`src/rtl/esp32_spi_gamepad.sv`:
```
// ESP32 gamepad link: SPI-slave frame receiver, ESP32 strap pins and enable sequencer.
// Optional macro ESP32_PAD_TIMEOUT_EN adds a watchdog that clears buttons when frames stop.
module esp32_spi_gamepad #(
   parameter int RESET_CYCLES   = 1024,
   parameter int TIMEOUT_CYCLES = 2**22
) (
   input  logic        clk,
   input  logic        reset,
   input  logic        user_reset,
   output logic        esp32_en,
   output logic        esp32_gpio0,
   output logic        esp32_gpio12,
   input  logic        spi_csn,
   input  logic        spi_clk,
   input  logic        spi_mosi,
   output logic [11:0] pad_btn
);

   localparam int EW = $clog2(RESET_CYCLES + 1);
   localparam logic [EW-1:0] EN_DONE = EW'(RESET_CYCLES);

   logic [EW-1:0] en_cnt, en_cnt_next;
   logic          clk_prev, csn_prev;
   logic          rise, csn_fall, csn_rise;
   logic [15:0]   shreg;
   logic [4:0]    bit_cnt, bit_cnt_base;
   logic          commit_pend;
   logic          wd_expire;

   assign esp32_gpio0  = 1'b1;
   assign esp32_gpio12 = 1'b0;

   always_comb begin
      en_cnt_next = en_cnt;
      if (user_reset)
         en_cnt_next = '0;
      else if (en_cnt != EN_DONE)
         en_cnt_next = en_cnt + EW'(1);
   end

   // esp32_en is registered from the next counter value so the pin never glitches
   always_ff @(posedge clk or negedge reset) begin
      if (!reset) begin
         en_cnt   <= '0;
         esp32_en <= 1'b0;
      end else begin
         en_cnt   <= en_cnt_next;
         esp32_en <= !user_reset && (en_cnt_next == EN_DONE);
      end
   end

   assign rise     = spi_clk & ~clk_prev;
   assign csn_fall = ~spi_csn & csn_prev;
   assign csn_rise = spi_csn & ~csn_prev;
   assign bit_cnt_base = csn_fall ? 5'd0 : bit_cnt;

   // A rise in the same cycle as csn_rise is dropped because spi_csn is already high
   always_ff @(posedge clk or negedge reset) begin
      if (!reset) begin
         clk_prev    <= 1'b0;
         csn_prev    <= 1'b1;
         shreg       <= '0;
         bit_cnt     <= '0;
         commit_pend <= 1'b0;
      end else begin
         clk_prev    <= spi_clk;
         csn_prev    <= spi_csn;
         commit_pend <= csn_rise && (bit_cnt == 5'd16) && (shreg[15:12] == 4'hA);
         if (!spi_csn && rise) begin
            shreg   <= {shreg[14:0], spi_mosi};
            bit_cnt <= (bit_cnt_base == 5'd31) ? 5'd31 : bit_cnt_base + 5'd1;
         end else begin
            bit_cnt <= bit_cnt_base;
         end
      end
   end

`ifdef ESP32_PAD_TIMEOUT_EN
   localparam int TW = $clog2(TIMEOUT_CYCLES + 1);
   localparam logic [TW-1:0] TO_DONE = TW'(TIMEOUT_CYCLES);
   logic [TW-1:0] wd_cnt;

   always_ff @(posedge clk or negedge reset) begin
      if (!reset)
         wd_cnt <= '0;
      else if (commit_pend && !user_reset)
         wd_cnt <= '0;
      else if (wd_cnt != TO_DONE)
         wd_cnt <= wd_cnt + TW'(1);
   end

   assign wd_expire = (wd_cnt == TO_DONE - TW'(1));
`else
   assign wd_expire = 1'b0;
`endif

   // user_reset outranks a commit, and a fresh commit outranks the watchdog
   always_ff @(posedge clk or negedge reset) begin
      if (!reset)
         pad_btn <= '0;
      else if (user_reset)
         pad_btn <= '0;
      else if (commit_pend)
         pad_btn <= shreg[11:0];
      else if (wd_expire)
         pad_btn <= '0;
   end

endmodule

```
`config.mk`:
```
export PLATFORM = sky130hd
export DESIGN_NAME = esp32_spi_gamepad
export DESIGN_NICKNAME = d
export VERILOG_FILES = /design/src/rtl/esp32_spi_gamepad.sv
export SDC_FILE = /design/constraint.sdc
export NUM_CORES = 1
export LEC_CHECK = 0
export BUFFER_PORTS_ARGS = -buffer_cell sky130_fd_sc_hd__buf_4
export CAP_MARGIN = 15
export CELL_PAD_IN_SITES_DETAIL_PLACEMENT = 1
export CELL_PAD_IN_SITES_GLOBAL_PLACEMENT = 2
export CORE_AREA = 2 2 64 90
export DETAILED_ROUTE_END_ITERATION = 10
export DIE_AREA = 0 0 66 92
export PLACE_DENSITY = 0.78
export SETUP_SLACK_MARGIN = 0.5
export SLEW_MARGIN = 20
export SYNTH_ARGS = -nofsm -noshare
export SYNTH_HDL_FRONTEND = slang
export SYNTH_SLANG_ARGS = --single-unit
```
`constraint.sdc`:
```
create_clock -name clk -period 6.01 [get_ports clk]
set_input_delay 0.3005 -clock clk [delete_from_list [all_inputs] [get_ports clk]]
set_output_delay 0.3005 -clock clk [all_outputs]
set_load 0.005 [all_outputs]
```
-- Yosys cells after proc, flatten, opt, wreduce, memory -nomap -nowiden
Cells that the tools add are included.
- add/sub/neg operators: 2
- eq/ne operators: 5
- multiplexer cells: 7
- bitwise gates (word level): 6
- reductions and logical operators: 7
- operator list (kind ; number):
    two-way mux 12 bit ; 2
    two-way mux 11 bit ; 2
    two-way mux 5 bit ; 3
    adder 11 x 1 -> 11 bit, second input constant ; 1
    == test 11 bit, second input constant ; 1
    != test 11 bit, second input constant ; 1
    == test 5 bit, second input constant ; 2
    adder 5 x 1 -> 5 bit, second input constant ; 1
    == test 4 bit, second input constant ; 1
    logical AND 1 bit ; 4
    AND 1 bit ; 3
    NOT 1 bit ; 3
    logical NOT 1 bit ; 2
    nonzero test 2 bit ; 1
- bits in registers: 48
- output and inout bits: 15
- logic and storage cells: 35

-- Logic depth before layout (Yosys ltp)
- word-level depth: 6
- gate-level depth with buffers: 8
- gate-level depth less buffers: 7

-- Worst setup path before layout
No wires, ideal clock.
- kind: reg2reg
- start: register en_cnt[0]
- end: register esp32_en
- library setup time: 0.096 ns
- arrival: 2.006 ns
- slack: 3.908 ns
- cell stages (with the launch flop): 9
- cell sequence: dfrtp_1 -> clkbuf_1 -> inv_1 -> ha_1 -> nor4b_2 -> nand3_2 -> or3_1 -> a221o_1 -> nor4_2
- longest elaborated chain between the ends: 5
- RTL lines (element ; line ; RTL):
    start, declared ; 22 ; logic [EW-1:0] en_cnt, en_cnt_next;
    start signal, assigned ; 47 ; en_cnt <= en_cnt_next;
    adder 11 x 1 -> 11 bit or != test 11 bit (tied branches) ; 38, 37 ;
    two-way mux 11 bit * ; 37 ; else if (en_cnt != EN_DONE)
    two-way mux 11 bit * ; 35 ; if (user_reset)
    == test 11 bit * ; 48 ; esp32_en <= !user_reset && (en_cnt_next == EN_DONE);
    logical AND 1 bit * ; 48 ;
    end signal, assigned ; 48 ;
    end, declared ; 10 ; output logic esp32_en,
Mark *: on every way between the ends. The rest lies on a longest branch, timed or not.
A chain may end at the register's enable or synchronous reset.

-- Final worst setup path
Ends and elaborated chain as after synthesis.

==> impl_metrics.env <==
export IMPL_ys_ff_latch=48
export IMPL_holdBufCountCts=0
export IMPL_dpl_hpwl_um=3030
export IMPL_synth_nets=191
export IMPL_initial_core_util=0.402
export IMPL_synthCells=182
export IMPL_cts_setup_buffers=0
export IMPL_dieArea_mm2=0.00607
export IMPL_ys_seq_area_frac=0.557
export IMPL_register_area_mm2=0.00120
export IMPL_hold_viol_final=0
export IMPL_die_w_um=66
export IMPL_fin_nets=208
export IMPL_leakage_nw=1.10
export IMPL_syn_area_mm2=0.00216
export IMPL_ir_drop_v=0.000138
export IMPL_drcViolationCount=0
export IMPL_num_antenna_cells=0
export IMPL_cts_tree="built"
export IMPL_track_usage=0.159
export IMPL_setup_viol=0
export IMPL_critical_path_max_fanout=9
export IMPL_critPathLaunch="en_cnt[0]"
export IMPL_cp_required_ps=6220
export IMPL_rr_startpoint="en_cnt[0]"
export IMPL_cts_resized=0
export IMPL_ys_warn_count=0
export IMPL_critPathKind="reg2reg"
export IMPL_grt_pass1_wl_um=7300
export IMPL_drv_slew=0
export IMPL_drt_wl_total_um=4280
export IMPL_max_freq_ghz=0.449
export IMPL_hold_class="in2async"
export IMPL_core_area_mm2=0.00537
export IMPL_firstDrtPassIters=4
export IMPL_power_total_uw=642
export IMPL_slew_limit_headroom=0.549
export IMPL_avgSynthCellArea_um2=11.9
export IMPL_syn_to_final_growth_pct=12.8
export IMPL_ant_nets=0
export IMPL_cts_buffer_depth=2
export IMPL_setup_tns_ps=0
export IMPL_gp_congestion=0.829
export IMPL_clockRootBuffer="clkbuf_8"
export IMPL_critPathLaunchType="flop"
export IMPL_multi_input_area_um2=900
export IMPL_drt_initial_drc_count=49
export IMPL_worstMarginPinSlew_ps=676
export IMPL_cp_end_kind="flop"
export IMPL_cts_sinks=48
export IMPL_antenna_found_initial=0
export IMPL_period_minus_slack_ps=2230
export IMPL_via_count=1403
export IMPL_clock_insertion_delay_worst_skew_ps=300
export IMPL_layout_drive_gt1_share=0.241
export IMPL_cpLargestDelayFamily="simple AND/OR/NAND/NOR gates"
export IMPL_grt_max_degree=49
export IMPL_htreeDepth=2
export IMPL_cp_slowest_stage_delay_ps=480
export IMPL_clk_pin_slew_ps=80
export IMPL_numCtsBuffers=5
export IMPL_grt_pass1_vias=1515
export IMPL_rsz0062_at_grt="false"
export IMPL_grt_overflow=0
export IMPL_maxCapViolCount=0
export IMPL_worst_path_buf_inv=1
export IMPL_arrival_ps=2440
export IMPL_numPortBuffers=18
export IMPL_status="completed"
export IMPL_cp_slowest_cell="dfrtp_1"
export IMPL_die_h_um=92
export IMPL_io_pin_count=21
export IMPL_synthDistinctLibCells=39
export IMPL_wl_per_cell_um=16.0
export IMPL_powerDensity_mw_per_mm2=264
export IMPL_period_share=0.371
export IMPL_fin_skew_ps=4.71
export IMPL_fillers=605
export IMPL_crit_path_cell_trace="inv_1 > ha_1 > nor4b_2 > nand3_2 > or3_1 > a221o_1 > nor4_2"
export IMPL_routed_via_density=5.25
export IMPL_placementRows=32
-- worst paths after layout --
check | to | slack, ps | cells after the start
setup / recovery | esp32_en | 3780 | 7
hold / removal | en_cnt[10] | 3 | 1
setup reg to reg | esp32_en | 3780 | 7
hold reg to reg | commit_pend | 460 | 1
max in group asynchronous | shreg[14] | 5590 | 1
min in group clk | clk_prev | 110 | 1
-- where the power goes --
part	total, mW	switching, mW	leakage, nW	internal [mW]
logic	0.0639	0.0295	0.405	0.0344
registers	0.382	0.0272	0.648	0.355
clock network	0.196	0.104	0.0473	0.0918
-- metrics by stage --
stage / cell area, um2 / setup slack [ps] / hold slack, ps / cells / utilization
after floorplan: 2160 / 3910 / 4.91 / 182 / -
after global placement: 2340 / 3900 / 345 / 260 / 0.436
after detailed placement: 2340 / 3790 / 356 / 260 / 0.436
after CTS: 2430 / 3760 / 26.7 / 267 / 0.453
after global routing: 2430 / 3600 / 37.5 / 267 / 0.453
final: 2430 / 3780 / 2.90 / 267 / 0.453
-- area by class of cell --
cell class | instances | area share
Clock buffer | 6 | 0.0340
Tap cell | 68 | 0.0350
Inverter | 3 | 0.00463
Sequential cell | 48 | 0.494
Clock inverter | 1 | 0.00360
Timing Repair Buffer | 19 | 0.0586
Multi-Input combinational cell | 122 | 0.370
-- flip-flops by register name, indices dropped and copies added (netlist names) --
| signal | count |
|---|---|
| shreg | 16 |
| en_cnt | 11 |
| esp32_en | 1 |
| clk_prev | 1 |
| commit_pend | 1 |
| csn_prev | 1 |
| pad_btn | 12 |
| bit_cnt | 5 |
-- synthesized netlist by cell type (all sizes together) --
cell type	count	share of area
a21oi	3	0.0070
a221o	1	0.0046
a22o	1	0.0041
a22oi	1	0.0035
a31oi	1	0.0029
a41oi	2	0.0081
and2	1	0.0029
and3	2	0.0058
and4	1	0.0041
buf	4	0.014
clkbuf	5	0.0087
conb	2	0.0035
dfrtp	47	0.55
dfstp	1	0.012
ha	3	0.017
inv	3	0.0052
mux2	16	0.084
mux2i	14	0.065
nand2	3	0.0052
nand2b	2	0.0058
nand3	5	0.014
nand3b	1	0.0035
nand4	8	0.023
nor2	30	0.052
nor2b	3	0.0087
nor3	2	0.0046
nor3b	1	0.0035
nor4	1	0.0058
nor4b	4	0.022
o21a	1	0.0035
o21bai	1	0.0035
or2b	1	0.0035
or3	1	0.0029
xnor2	4	0.016
xor2	6	0.024
-- cell usage in the layout, fill, tap and decap left out, types with 4 or more instances in the layout --
master / instances
xor2_1: 6
clkbuf_8: 6
mux2i_1: 14
nand4_1: 8
nand3_1: 4
xnor2_1: 4
dfrtp_1: 47
buf_4: 19
nor2_1: 30
mux2_2: 16
-- layer usage --
metal	GRT usage	up-vias	share of wire
met4	0.0731	0	0.025
met2	0.259	20	0.53
met3	0.0380	10	0.029
met5	0	-	0
li1	-	660	-
met1	0.196	713	0.42
-- cells by family after synthesis --
| family | Yosys count | synth area share |
|---|---|---|
| compound gates | 11 | 0.0371 |
| xor+xnor | 10 | 0.0406 |
| fa+ha+maj | 3 | 0.0174 |
| buf+inv | 12 | 0.0278 |
| flops | 48 | 0.557 |
| mux | 30 | 0.148 |
| other cells | 2 | 0.00348 |
| simple gates | 66 | 0.168 |
Note: power is estimated with default switching activity, not from simulation.
